### config.mk
export PLATFORM = sky130hd
export DESIGN_NAME = rr_channel_arbiter
export DESIGN_NICKNAME = d
export VERILOG_FILES = /design/src/rtl/rr_channel_arbiter_pkg.sv /design/src/rtl/rr_channel_arbiter_rr_pick.sv /design/src/rtl/rr_channel_arbiter.sv
export SDC_FILE = /design/constraint.sdc
export NUM_CORES = 1
export LEC_CHECK = 0
export BUFFER_PORTS_ARGS = -buffer_cell sky130_fd_sc_hd__buf_2
export CORE_MARGIN = 3
export CORE_UTILIZATION = 30
export CTS_BUF_LIST = sky130_fd_sc_hd__clkbuf_16
export CTS_CLUSTER_DIAMETER = 30
export DETAILED_ROUTE_END_ITERATION = 16
export GPL_TIMING_DRIVEN = 0
export PLACE_DENSITY = 0.58
export SLEW_MARGIN = 40
export SYNTH_ARGS = -nofsm -noshare
export SYNTH_HDL_FRONTEND = slang
export SYNTH_SLANG_ARGS = --single-unit
### constraint.sdc
create_clock -name clk -period 5.26 [get_ports clk]
set_input_delay 0.789 -clock clk [delete_from_list [all_inputs] [get_ports clk]]
set_output_delay 0.789 -clock clk [all_outputs]
set_load 0.02 [all_outputs]
### src/rtl/rr_channel_arbiter_pkg.sv
// rtl/rr_channel_arbiter_pkg.sv - shared constants for the channel arbiter and mux/decoder wrappers
package rr_channel_arbiter_pkg;

    localparam int NUM_REQ = 4;
    localparam int SEL_W   = 2;

    localparam logic [0:0] ST_IDLE  = 1'b0;
    localparam logic [0:0] ST_GRANT = 1'b1;

endpackage

### src/rtl/rr_channel_arbiter_rr_pick.sv
// rtl/rr_channel_arbiter_rr_pick.sv - combinational round-robin winner search starting at ptr
module rr_pick
    import rr_channel_arbiter_pkg::*;
(
    input  logic [NUM_REQ-1:0] req,
    input  logic [SEL_W-1:0]   ptr,
    output logic               valid,
    output logic [SEL_W-1:0]   idx
);

    logic [SEL_W-1:0] cand;

    // Walk offsets from farthest to nearest so the nearest set bit is assigned last and wins.
    always_comb begin
        valid = 1'b0;
        idx   = ptr;
        cand  = '0;
        for (int k = NUM_REQ - 1; k >= 0; k--) begin
            cand = ptr + SEL_W'(k);
            if (req[cand]) begin
                valid = 1'b1;
                idx   = cand;
            end
        end
    end

endmodule

### src/rtl/rr_channel_arbiter.sv
// rtl/rr_channel_arbiter.sv - round-robin arbiter driving the shared 4:1 channel select
module rr_channel_arbiter
    import rr_channel_arbiter_pkg::*;
#(
    parameter int MAX_HOLD = 8,
    parameter int HOLD_W   = 8
) (
    input  logic               clk,
    input  logic               rst_n,
    input  logic [NUM_REQ-1:0] req,
    output logic [SEL_W-1:0]   sel,
    output logic [NUM_REQ-1:0] gnt,
    output logic               busy,
    output logic [HOLD_W-1:0]  hold_cnt
);

    logic [0:0]         state_q, state_d;
    logic [SEL_W-1:0]   ptr_q, ptr_d;
    logic [SEL_W-1:0]   sel_q, sel_d;
    logic [NUM_REQ-1:0] gnt_q, gnt_d;
    logic               busy_q, busy_d;
    logic [HOLD_W-1:0]  hold_q, hold_d;

    logic               release_w;
    logic [SEL_W-1:0]   next_ptr;
    logic [SEL_W-1:0]   pick_ptr;
    logic               pick_valid;
    logic [SEL_W-1:0]   pick_idx;

    assign next_ptr  = sel_q + SEL_W'(1);
    assign release_w = (state_q == ST_GRANT) &&
                       (!req[sel_q] || (hold_q == HOLD_W'(MAX_HOLD - 1)));
    // On release the search restarts just past the holder, so one picker serves both paths.
    assign pick_ptr  = (state_q == ST_GRANT) ? next_ptr : ptr_q;

    rr_pick u_pick (
        .req   (req),
        .ptr   (pick_ptr),
        .valid (pick_valid),
        .idx   (pick_idx)
    );

    always_comb begin
        state_d = state_q;
        ptr_d   = ptr_q;
        sel_d   = sel_q;
        gnt_d   = gnt_q;
        busy_d  = busy_q;
        hold_d  = hold_q;
        if (state_q == ST_GRANT && !release_w) begin
            hold_d = hold_q + HOLD_W'(1);
        end else begin
            if (state_q == ST_GRANT) begin
                ptr_d = next_ptr;
            end
            if (pick_valid) begin
                state_d = ST_GRANT;
                sel_d   = pick_idx;
                gnt_d   = NUM_REQ'(1) << pick_idx;
                busy_d  = 1'b1;
                hold_d  = '0;
            end else begin
                state_d = ST_IDLE;
                gnt_d   = '0;
                busy_d  = 1'b0;
                hold_d  = '0;
            end
        end
    end

    always_ff @(posedge clk or negedge rst_n) begin
        if (!rst_n) begin
            state_q <= ST_IDLE;
            ptr_q   <= '0;
            sel_q   <= '0;
            gnt_q   <= '0;
            busy_q  <= 1'b0;
            hold_q  <= '0;
        end else begin
            state_q <= state_d;
            ptr_q   <= ptr_d;
            sel_q   <= sel_d;
            gnt_q   <= gnt_d;
            busy_q  <= busy_d;
            hold_q  <= hold_d;
        end
    end

    assign sel      = sel_q;
    assign gnt      = gnt_q;
    assign busy     = busy_q;
    assign hold_cnt = hold_q;

endmodule

Word-level counts from Yosys, hierarchy flattened
Cells that the tools add are included.
W data, S select, Z words.
{"block": "word_totals", "register_bits": 17, "out_inout_bits": 15, "word_cells": 46, "in_bits": 6}
{"block": "op_classes", "n_eq_ne": 1, "add_sub_neg": 5, "n_bitwise": 1, "n_reduce_logical": 6, "muxes": 22, "order_cmp": 5, "shift": 1}
{"operator": "$lt A2 B3 Y1 const B", "n": 5}
{"operator": "$bmux W1 S2", "n": 5}
{"operator": "$mux W1", "n": 10}
{"operator": "$mux W2", "n": 5}
{"operator": "$add A8 B1 Y8 const B", "n": 1}
{"operator": "$eq A8 B3 Y1 const B", "n": 1}
{"operator": "$mux W8", "n": 1}
{"operator": "$add A2 B1 Y2 const B", "n": 2}
{"operator": "$add A2 B2 Y2 const B", "n": 2}
{"operator": "$mux W4", "n": 1}
{"operator": "$shl A1 B2 Y4 const A", "n": 1}
{"operator": "$logic_and A1 B1 Y1", "n": 2}
{"operator": "$logic_not A1 Y1", "n": 2}
{"operator": "$reduce_and A2 Y1", "n": 1}
{"operator": "$logic_or A1 B1 Y1", "n": 1}
{"operator": "$not A1 Y1", "n": 1}

Depth between registers and ports, before layout
Gate-level depths: netlist of the first run.
{"block": "logic_depth", "ltp_word": 11, "depth_mapped": 7, "mapped_depth_nobuf": 6}

Hierarchy
A second synthesis of the first run with hierarchy kept.
{"block": "unflattened", "hier_cells": 86, "hier_area_um2": 923.4}
{"mod": "rr_channel_arbiter", "instances": 1, "area_per_inst_um2": 823.3, "seq_area_each_um2": 425.4, "cells_each": 70}
{"mod": "rr_pick", "instances": 1, "area_per_inst_um2": 100.1, "seq_area_each_um2": 0.0, "cells_each": 16}

Worst setup path after synthesis of the first run
OpenSTA, ideal clock, no wires.
{"block": "synth_timing", "path_kind": "input port to flip-flop", "from": "input port req[3]", "to": "register sel_q[1] (netlist: sel[1])", "path_stages": 4, "arrival_time_ps": 1720, "setup_slack_ps": 3422, "setup_time_ps": 119, "cell_sequence": "mux4_2 o311ai_4 nand2_2 a21o_2"}
{"block": "synth_via", "elab_chain_cells": 9, "elab_cells_between_ends": 25, "cone_classes": "mux (18); bitwise (1); reduce/logical (6)"}
{"item": "from (decl)", "line_no": "rr_channel_arbiter.sv:10", "source": "input logic [NUM_REQ-1:0] req,"}
{"item": "parallel branches: the longest is 9 deep, another holds $bmux W1 S2"}
{"item": "to (signal assigned)", "line_no": "rr_channel_arbiter.sv:82", "source": "sel_q <= sel_d;"}
{"item": "to (decl)", "line_no": "rr_channel_arbiter.sv:19", "source": "logic [SEL_W-1:0] sel_q, sel_d;"}
Parallel ways; which one is timed is not known. The select of a mux whose other input is x is not followed.
A chain may end at the register's enable or synchronous reset.

Final worst setup path of the first run
Ends and elaborated chain as after synthesis.

==> out/metrics.cfg, run 1 <==
[status]
outcome = finished clean

[power_and_ir_drop]
p_comb_share_pct = 43.6
switching_share_pct = 38.0
leakage_uw = 0.000567
pwr-share-seq_pct = 32.5
intPower_uw = 378
ir_worst_vdd_uv = 276
p_per_area_nw_per_um2 = 531
clkPwrFrac_pct = 23.9
p_sw_uw = 232

[clock_network]
clk_pin_slew_ps = 50
cts_resized = 0
htree_levels = 1
clkSinkCount = 17
holdBufCountCts = 0
numCtsBuffers = 3
cts_setup_buffers = 0
clock_latency_ps = 240
cts_tree = built
max-clock-path-buffers = 2
cts-root-buf = clkbuf_16

[job]
max-cap-violations = 0

[floorplan]
core_area_um2 = 2850
die_area_um2 = 3810
rows = 19
die_h_um = 61.7
io_pins = 21
die_w_um = 61.7
start_util_pct = 32.7

[yosys]
async_reset_ff_share_pct = 100
ys_types = 36
synth_edf_count = 0
synth-seq-cells = 17
syn_area_per_cell_um2 = 9.92
syn_nets = 101
synthFlopType = dfrtp_1
synth.cell_area_um2 = 932
yosysWarnings = 0
yosysSeqAreaShare_pct = 45.6
synthesis.instances = 94

[critical_path]
cp_data_required_time_ps = 5390
crit_start = req[3]
reg2reg_depth = 4
path_cells = buf_2, mux4_2, o311ai_4, nand2_2, a21o_2
crit_type = input pin to register
critPathMaxFanout = 6
reg2reg_from = hold_cnt[3]$_DFF_PN0_
worst_path_max_delay_cell = mux4_2
critPathMaxStageDelay_ps = 520
arrival_ps = 1960
rr_endpoint = sel[1]$_DFFE_PN0P_
cp-endpoint = sel[1]$_DFFE_PN0P_
reg2reg_slack_ps = 3440
end_kind = register
start_kind = input pin

[timing]
finalMaxSlewViolations = 0
hold_violations = 0
rsz0062_at_grt = false
fin_skew_ps = 2.27
worstMarginPinSlew_ps = 370
fmax_mhz = 548
finalSetupTns_ps = 0
relSlewSlack_pct = 75.3
setup_viol = 0
fin_crit_ps = 1820
fin_crit_sh_pct = 34.7

[global_routing]
antenna_found_initial = 0
grt.total_usage_pct = 12.0
grt-ovfl-total = 0
grt_pass1_wl_mm = 3.43
grt_pass1_vias = 782
grt_max_degree = 18

[place]
dpl_cell_area_um2 = 1070
dpl.hpwl_mm = 1.50
dp.cells = 145
numPortBuffers = 20
place.gp.congestion = 0.809

[worst_hold_path]
hp-class = input pin to asynchronous set/reset pin

[routing]
wl_met2_um = 880
met1_length_um = 956
vias = 763
dr_wl_met3_um = 95
via_per_inst = 5.12
maxUsedRoutingLayer = met4
routedWlPerCell_um = 13.2
wl_mm = 1.97
firstDrtPassIters = 4
postRouteAntennaNets = 0
drc = 0
drt-initial-drc-count = 34

[layout]
syn2layout_area_growth_pct = 23.4
antennaDiodeCount = 0
layout.nets = 126
drive_above_1_share_pct = 29.7
layout.cells.non_filler = 149
fin_area_um2 = 1150
fill_cells = 294

registers in the layout (all words and copies together) (netlist names):
| signal | flops |
|---|---|
| hold_cnt | 8 |
| busy | 1 |
| gnt | 4 |
| sel | 2 |
| ptr_q | 2 |
final cells by class:
type                            count  area [µm²]  share of cell area, %
Inverter                            4        15.0                   1.31
Tap cell                           31        38.8                   3.37
Clock buffer                        3        75.1                   6.53
Buffer                              3        21.3                   1.85
Timing Repair Buffer               20         100                   8.71
Clock inverter                      1        3.75                  0.326
Multi-Input combinational cell     70         470                   40.9
Sequential cell                    17         425                   37.0
critical path: cells and delay by family:
| kind | cells | cell delay [ps] |
|---|---|---|
| compound gates | 2 | 340 |
| simple gates | 1 | 160 |
| mux | 1 | 520 |
| buf+inv | 1 | 140 |
cells by family (layout without fill, tap and decap cells):
logic type,count (synthesis),in the layout,share of synthesized area [%]
flops,17,17,45.6
mux,2,2,3.62
xor+xnor,7,7,6.58
fa+ha+maj,1,1,1.34
compound gates,18,18,16.1
simple gates,42,42,22.8
buf+inv,7,31,3.89
synthesized netlist by cell type (2+ instances only):
library cell	number	area share, %
and2_1	2	1.3
and3_1	2	1.3
buf_2	2	1.1
dfrtp_1	17	46
inv_1	3	1.2
nand2_1	11	4.4
nand2b_1	4	2.7
nand3_1	5	2.7
nor2_1	9	3.6
nor2b_1	2	1.3
o21ai_0	3	1.6
o21ai_1	3	1.6
o221ai_1	2	1.9
o31ai_1	2	1.6
xnor2_1	3	2.8
xor2_1	4	3.8
stage by stage:
stage | utilization (%) | worst slack, ps | total power [µW] | hold slack [ps]
floorplan | - | 3420 | 393 | 474
global placement | 37.5 | 3200 | 464 | 463
detailed placement | 37.5 | 3200 | 467 | 460
CTS | 40.3 | 3440 | 617 | 468
global route | 40.3 | 3360 | 658 | 486
finish | 40.3 | 3440 | 610 | 454
per-layer routing:
metal,track usage [%],vias up
li1,-,384
met1,17.1,349
met2,17.8,25
met3,2.07,5
met4,5.45,0
met5,0,-
power by group through the flow:
stage	clock, µW	combinational, µW	sequential (µW)
after detailed placement	0	266	201
after floorplan	0	162	231
after CTS	150	268	199
after global placement	0	264	200
after global routing	158	294	206
final	146	266	199
worst min path at each step:
stage	start	end	slack, ps	cells past startpoint
after floorplan	ptr_q[1]$_DFFE_PN0N_	ptr_q[1]$_DFFE_PN0N_	470	2
after global placement	hold_cnt[0]$_DFF_PN0_	hold_cnt[0]$_DFF_PN0_	460	1
after detailed placement	hold_cnt[0]$_DFF_PN0_	hold_cnt[0]$_DFF_PN0_	460	1
after CTS	rst_n	hold_cnt[4]$_DFF_PN0_	470	1
after global routing	rst_n	hold_cnt[4]$_DFF_PN0_	490	1
final	rst_n	hold_cnt[4]$_DFF_PN0_	450	1
layout by cell type, fill, tap and decap left out, types with 2 or more instances in the layout:
| master | n |
|---|---|
| and3_1 | 2 |
| and2_1 | 2 |
| xnor2_1 | 3 |
| o31ai_1 | 2 |
| nor2_1 | 9 |
| buf_2 | 22 |
| nand2_1 | 11 |
| o221ai_1 | 2 |
| o21ai_0 | 3 |
| xor2_1 | 4 |
| nand3_1 | 5 |
| nand2b_1 | 4 |
| inv_1 | 4 |
| o21ai_1 | 3 |
| nor2b_1 | 2 |
| clkbuf_16 | 3 |
| dfrtp_1 | 17 |
Note: power is estimated with default switching activity, not from simulation.
==> run 2: changes to the inputs <==
==> constraint.sdc (replaced) <==
create_clock -name clk -period 1.78 [get_ports clk]
set_input_delay 0.267 -clock clk [delete_from_list [all_inputs] [get_ports clk]]
set_output_delay 0.267 -clock clk [all_outputs]
set_load 0.02 [all_outputs]
==> run 2 against run 1 <==
  * Register-to-register slack got worse by 3400 ps
  * Combinational power increased to 3.6 times the previous value
  * Clock power increased to 3.0 times the previous value
  * Worst hold slack got worse by 33 ps
  * Cell count increased by 4.7%
  * Power increased to 3.2 times the previous value
==> out/metrics.cfg, run 2 (synthesized netlist as in run 1, its figures left out) <==
[layout]
syn2layout_area_growth_pct = 35.8  ; was 23.4%
antennaDiodeCount = 0  ; unchanged
fill_cells = 284  ; was 294
layout.nets = 133  ; was 126
final_core_util_pct = 44.4  ; was 40.3%
fin_area_um2 = 1270  ; was 1150 µm²
largest_reg_flops = 8  ; unchanged
final_cell_mix = buf_2 (20), dfrtp_1 (16), nand2_1 (10)  ; was buf_2 (22), dfrtp_1 (17), nand2_1 (11)
final_common_cell = buf_2  ; unchanged
drive_above_1_share_pct = 40.0  ; was 29.7%

[critical_path]
crit_type = register to register  ; was input pin to register
reg2reg_from = hold_cnt[5]$_DFF_PN0_  ; was hold_cnt[3]$_DFF_PN0_
path_depth = 4  ; was 5
critPathMaxStageDelay_ps = 540  ; was 520 ps
crit_start = hold_cnt[5]$_DFF_PN0_  ; was req[3]
worst_path_max_delay_cell = or4_4  ; was mux4_2
cp_data_required_time_ps = 1930  ; was 5390 ps
critPathMaxFanout = 6  ; unchanged
end_kind = register  ; unchanged
arrival_ps = 1900  ; was 1960 ps
reg2reg_depth = 4  ; unchanged
path_cells = or4_4, o311ai_4, nand2_4, o31ai_2  ; was buf_2, mux4_2, o311ai_4, nand2_2, a21o_2
critPathBufInv = 0  ; was 1
start_kind = register  ; was input pin
path_delay_family = simple AND/OR/NAND/NOR gates  ; was multiplexers

[floorplan]
die_w_um = 61.7  ; unchanged
die_area_um2 = 3810  ; unchanged
start_util_pct = 32.7  ; unchanged
die_h_um = 61.7  ; unchanged
io_pins = 21  ; unchanged
rows = 19  ; unchanged
core_area_um2 = 2850  ; unchanged

[timing]
timing.hold.ws_ps = 422  ; was 454 ps
hold_violations = 0  ; unchanged
worstMarginPinSlew_ps = 374  ; was 370 ps
setup_viol = 0  ; unchanged
fmax_mhz = 574
fin_skew_ps = 1.66  ; was 2.27 ps
fin_crit_sh_pct = 97.9
rsz0062_at_grt = true  ; was false
fin_crit_ps = 1740
finalMaxSlewViolations = 0  ; unchanged
relSlewSlack_pct = 75.1  ; was 75.3%

[routing]
drt-initial-drc-count = 33  ; was 34
postRouteAntennaNets = 0  ; unchanged
drc = 0  ; unchanged
vias = 824  ; was 763
via_per_inst = 5.28  ; was 5.12
routedWlPerCell_um = 14.0  ; was 13.2 µm
wl_mm = 2.18  ; was 1.97 mm
firstDrtPassIters = 4  ; unchanged

[clock_network]
max-clock-path-buffers = 2  ; unchanged
htree_levels = 1  ; unchanged
clock_latency_ps = 240  ; about the same
numCtsBuffers = 3  ; unchanged
clkSinkCount = 17  ; unchanged
cts-root-buf = clkbuf_16  ; unchanged
cts_tree = built  ; unchanged
clk_pin_slew_ps = 50  ; about the same

[place]
dpl_cell_area_um2 = 1070  ; about the same
place.gp.congestion = 0.819  ; was 0.809
numPortBuffers = 20  ; unchanged
dpl.hpwl_mm = 1.51  ; was 1.50 mm

[global_routing]
grt-ovfl-total = 0  ; unchanged
grt_max_degree = 18  ; unchanged
grt.total_usage_pct = 12.1  ; was 12.0%
grt_pass1_vias = 796  ; was 782
grt_pass1_wl_mm = 3.46  ; was 3.43 mm
antenna_found_initial = 0  ; unchanged

[status]
outcome = finished clean  ; unchanged

[worst_hold_path]
whs_path_depth = 3
hold_start = req[0]
hp-class = input pin to register  ; was input pin to asynchronous set/reset pin

[power_and_ir_drop]
leakage_uw = 0.000617  ; was 0.000567 µW
p_per_area_nw_per_um2 = 1560  ; was 531 nW/µm²
ir_worst_vdd_uv = 803  ; was 276 µV

[job]
max-cap-violations = 0  ; unchanged

[run 2: cell types whose count changed in the layout (fill, tap and decap cells not counted), sizes merged]
cell,before,now
buf,23,28
clkbuf,3,4
clkinv,0,1
dlygate4sd3,0,1
inv,5,4
[run 2: final cells by class]
type | instances | area [µm²] | share of cell area [%]
timing repair buffer | 27 | 168 | 13.2
tap | 31 | 38.8 | 3.06
inverter | 4 | 15.0 | 1.19
multi-input combinational | 70 | 508 | 40.1
clock buffer | 3 | 75.1 | 5.93
sequential | 17 | 427 | 33.7
buffer | 3 | 30.0 | 2.37
clock inverter | 1 | 5.00 | 0.395
[run 2: power by group]
group / internal [µW] / total [µW] / switching (µW) / leakage (µW)
combinational: 427 / 946 / 519 / 0.000358
sequential: 497 / 593 / 96.6 / 0.000218
clock: 300 / 437 / 137 / 0.0000409
total: 1220 / 1980 / 753 / 0.000617
[run 2: worst reg2reg max path, delay by kind of cell (launching register included)]
| family | cells | cell delay, ps |
|---|---|---|
| flip-flops | 1 | 380 |
| AO/OA/AOI/OAI | 2 | 590 |
| AND/OR/NAND/NOR | 2 | 680 |
[run 2: worst paths after layout]
kind	endpoint	slack, ps
hold / removal	busy$_DFFE_PN0N_	420
min in group asynchronous	hold_cnt[2]$_DFF_PN0_	480
setup / recovery	gnt[3]$_DFFE_PN0N_	40
hold reg to reg	hold_cnt[0]$_DFF_PN0_	470
setup reg to reg	gnt[3]$_DFFE_PN0N_	40
max in group asynchronous	hold_cnt[3]$_DFF_PN0_	1010
[run 2: per-stage QoR]
step	power [µW]	TNS, ps	instances	setup WS (ps)
after detailed placement	1380	-25.3	145	-19.6
after global routing	2120	-90.8	156	-40.2
final	1980	0	156	38.2
after global placement	1370	-11.9	145	-9.36
after floorplan	1160	0	94	5.92
after CTS	1890	0	153	4.87
[run 2: timing repair]
item | CTS | global route
hold buffers | 1 | 0
endpoints found under the hold margin | 17 | 0
gates resized for setup | 0 | 14
buffers inserted | 3 | 3
endpoints found under the setup margin | 4 | 9
pin swaps | 4 | 8
[run 2: per-layer routing]
metal	vias to the layer above	part of all wire, %	global-route usage [%]
li1	399	-	-
met1	403	45	15.8
met2	20	51	19.4
met3	2	4.1	2.69
met4	0	0.64	4.85
met5	-	0	0
==> run 3: changes to the inputs <==
--- a/config.mk
+++ b/config.mk
@@ -6,7 +6,7 @@
 export NUM_CORES = 1
 export LEC_CHECK = 0
 export BUFFER_PORTS_ARGS = -buffer_cell sky130_fd_sc_hd__buf_2
-export CORE_MARGIN = 3
+export CORE_MARGIN = 2
 export CORE_UTILIZATION = 30
 export CTS_BUF_LIST = sky130_fd_sc_hd__clkbuf_16
 export CTS_CLUSTER_DIAMETER = 30
==> run 3 against run 2 <==
  * The flow now finishes with violations (negative setup slack)
  * Global-route usage grew 0.83 points
  * Clock power is essentially flat
  * Combinational power grew 2%
  * Utilization shrank 1.4 points
  * Maximum frequency shrank 2.2%
  * Cell count is the same
  * Critical path depth grew 1
  * Power grew 1.2%
==> out/metrics.cfg, run 3 (synthesized netlist as in run 1, its figures left out) <==
[global_routing]
grt_pass1_vias = 737  ; was 796
grt_max_degree = 18  ; unchanged
grt-ovfl-total = 0  ; unchanged
grt_pass1_wl_mm = 3.43  ; was 3.46 mm
antenna_found_initial = 0  ; unchanged
grt.total_usage_pct = 12.9  ; was 12.1%

[critical_path]
start_kind = register  ; unchanged
path_cells = or4_4, o311ai_4, buf_6, buf_12, nor2_1  ; was or4_4, o311ai_4, nand2_4, o31ai_2
end_kind = register  ; unchanged
crit_type = register to register  ; unchanged
worst_path_max_delay_cell = or4_4  ; unchanged
critPathMaxFanout = 7  ; was 6
critPathBufInv = 2  ; was 0
cp_data_required_time_ps = 1920  ; was 1930 ps
arrival_ps = 1920  ; was 1900 ps
path_delay_family = simple AND/OR/NAND/NOR gates  ; unchanged
critPathMaxStageDelay_ps = 550  ; was 540 ps

[timing]
hold_violations = 0  ; unchanged
worstMarginPinSlew_ps = 396  ; was 374 ps
relSlewSlack_pct = 73.6  ; was 75.1%
rsz0062_at_grt = true  ; unchanged
fin_crit_sh_pct = 100  ; was 97.9%
worst_slack_ps = -0.698  ; was 38.2 ps
fin_crit_ps = 1780  ; was 1740 ps
fin_skew_ps = 2.23  ; was 1.66 ps
finalMaxSlewViolations = 0  ; unchanged
fmax_mhz = 562  ; was 574 MHz
setup_viol = 1  ; was 0

[power_and_ir_drop]
p_comb_share_pct = 48.3  ; was 47.9%
p_sw_uw = 796  ; was 753 µW
leakage_uw = 0.000604  ; was 0.000617 µW
pwr-share-seq_pct = 29.7  ; was 30.0%
switching_share_pct = 39.8  ; was 38.1%
p_per_area_nw_per_um2 = 1550  ; was 1560 nW/µm²
ir_worst_vdd_uv = 546  ; was 803 µV
clkPwrFrac_pct = 22.0  ; was 22.1%
intPower_uw = 1200  ; was 1220 µW

[floorplan]
die_area_um2 = 3570  ; was 3810 µm²
io_pins = 21  ; unchanged
rows = 20  ; was 19
start_util_pct = 31.0  ; was 32.7%
core_area_um2 = 3000  ; was 2850 µm²
die_h_um = 59.7  ; was 61.7 µm
die_w_um = 59.7  ; was 61.7 µm

[layout]
syn2layout_area_growth_pct = 38.4  ; was 35.8%
largest_reg_flops = 8  ; unchanged
final_cell_mix = buf_2 (21), dfrtp_1 (16), nand2_1 (9)  ; was buf_2 (20), dfrtp_1 (16), nand2_1 (10)
layout.cells.non_filler = 156  ; unchanged
antennaDiodeCount = 0  ; unchanged
drive_above_1_share_pct = 43.9  ; was 40.0%
final_common_cell = buf_2  ; unchanged
layout.nets = 131  ; was 133
fin_area_um2 = 1290  ; was 1270 µm²

[clock_network]
htree_levels = 1  ; unchanged
clkSinkCount = 17  ; unchanged
numCtsBuffers = 3  ; unchanged
cts-root-buf = clkbuf_16  ; unchanged
cts_tree = built  ; unchanged
clock_latency_ps = 250  ; was 240 ps
clk_pin_slew_ps = 50  ; about the same
max-clock-path-buffers = 2  ; unchanged

[job]
max-cap-violations = 0  ; unchanged

[routing]
drt-initial-drc-count = 29  ; was 33
postRouteAntennaNets = 0  ; unchanged
via_per_inst = 5.18  ; was 5.28
firstDrtPassIters = 4  ; unchanged
routedWlPerCell_um = 13.7  ; was 14.0 µm
drc = 0  ; unchanged
wl_mm = 2.14  ; was 2.18 mm
vias = 808  ; was 824

[place]
place.gp.congestion = 0.834  ; was 0.819
dpl_cell_area_um2 = 1070  ; about the same
dp.cells = 147  ; was 145
pre_cts_slack_ps = -31.0  ; was -19.6 ps
numPortBuffers = 20  ; unchanged
dpl.hpwl_mm = 1.46  ; was 1.51 mm

[status]
violations = negative setup slack
outcome = finished with violations  ; was finished clean

[worst_hold_path]
hp-class = input pin to register  ; unchanged

-- run 3: cell count changes in the layout (fill, tap and decap cells not counted), moves of 2 or more --
| cell | before | now |
|---|---|---|
| inv_1 | 2 | 4 |
| nor2_1 | 9 | 3 |
| nor2_4 | 1 | 6 |
| o21ai_1 | 3 | 1 |
-- run 3: path summary, 6_finish.rpt --
kind	cells past startpoint	slack [ps]	to	startpoint
worst min register to register	1	470	hold_cnt[0]$_DFF_PN0_	hold_cnt[0]$_DFF_PN0_
worst max register to register	5	-0.7	hold_cnt[4]$_DFF_PN0_	hold_cnt[5]$_DFF_PN0_
min in group asynchronous	2	500	hold_cnt[3]$_DFF_PN0_	rst_n
worst max-delay path	5	-0.7	hold_cnt[4]$_DFF_PN0_	hold_cnt[5]$_DFF_PN0_
worst min-delay path	3	430	busy$_DFFE_PN0N_	req[1]
max in group asynchronous	2	980	hold_cnt[3]$_DFF_PN0_	rst_n
-- run 3: worst reg2reg max path: cells and delay by family (launching register included) --
family / cells / cell delay (ps)
AOI/OAI and AO/OA: 1 / 350
DFF: 1 / 390
buffers and inverters: 2 / 340
and+or+nand+nor: 2 / 600
-- run 3: area by class of cell --
class / instances / area (µm²)
inverters: 4 / 15.0
clock buffers: 3 / 75.1
flip-flops and latches: 17 / 427
well taps: 33 / 41.3
repair buffers: 25 / 153
clock inverters: 1 / 3.75
plain buffers: 3 / 23.8
fillers: 284 / 1710
multi-input cells: 70 / 552
-- run 3: metal layers --
| metal | GRT usage [%] | vias up | wire, µm |
|---|---|---|---|
| li1 | - | 387 | - |
| met1 | 17.1 | 399 | 977 |
| met2 | 19.4 | 15 | 1040 |
| met3 | 1.52 | 7 | 47 |
| met4 | 9.21 | 0 | 68 |
| met5 | 0 | - | 0 |
-- run 3: repair_timing --
item	CTS	global route
hold endpoints to repair	17	0
resized for setup	1	23
setup buffers	3	1
pin swaps	4	13
endpoints found under the setup margin	6	15
hold buffers	1	0
-- run 3: through the flow --
step / total power (µW) / util, % / setup TNS [ps] / hold slack, ps
4_1_cts: 1890 / 40.0 / -10.5 / 354
2_1_floorplan: 1160 / - / 0 / -28.6
3_5_place_dp: 1380 / 35.8 / -63.4 / 215
5_1_grt: 2140 / 43.0 / -669 / 464
3_3_place_gp: 1370 / 35.8 / -12.0 / 202
6_report: 2000 / 43.0 / -0.698 / 429
-- run 3: power groups by stage --
stage | Sequential (µW) | Combinational (µW) | Clock (µW)
6_report | 594 | 966 | 440
5_1_grt | 609 | 1070 | 466
4_1_cts | 592 | 850 | 453
3_5_place_dp | 599 | 785 | 0
3_3_place_gp | 592 | 774 | 0
2_1_floorplan | 683 | 479 | 0
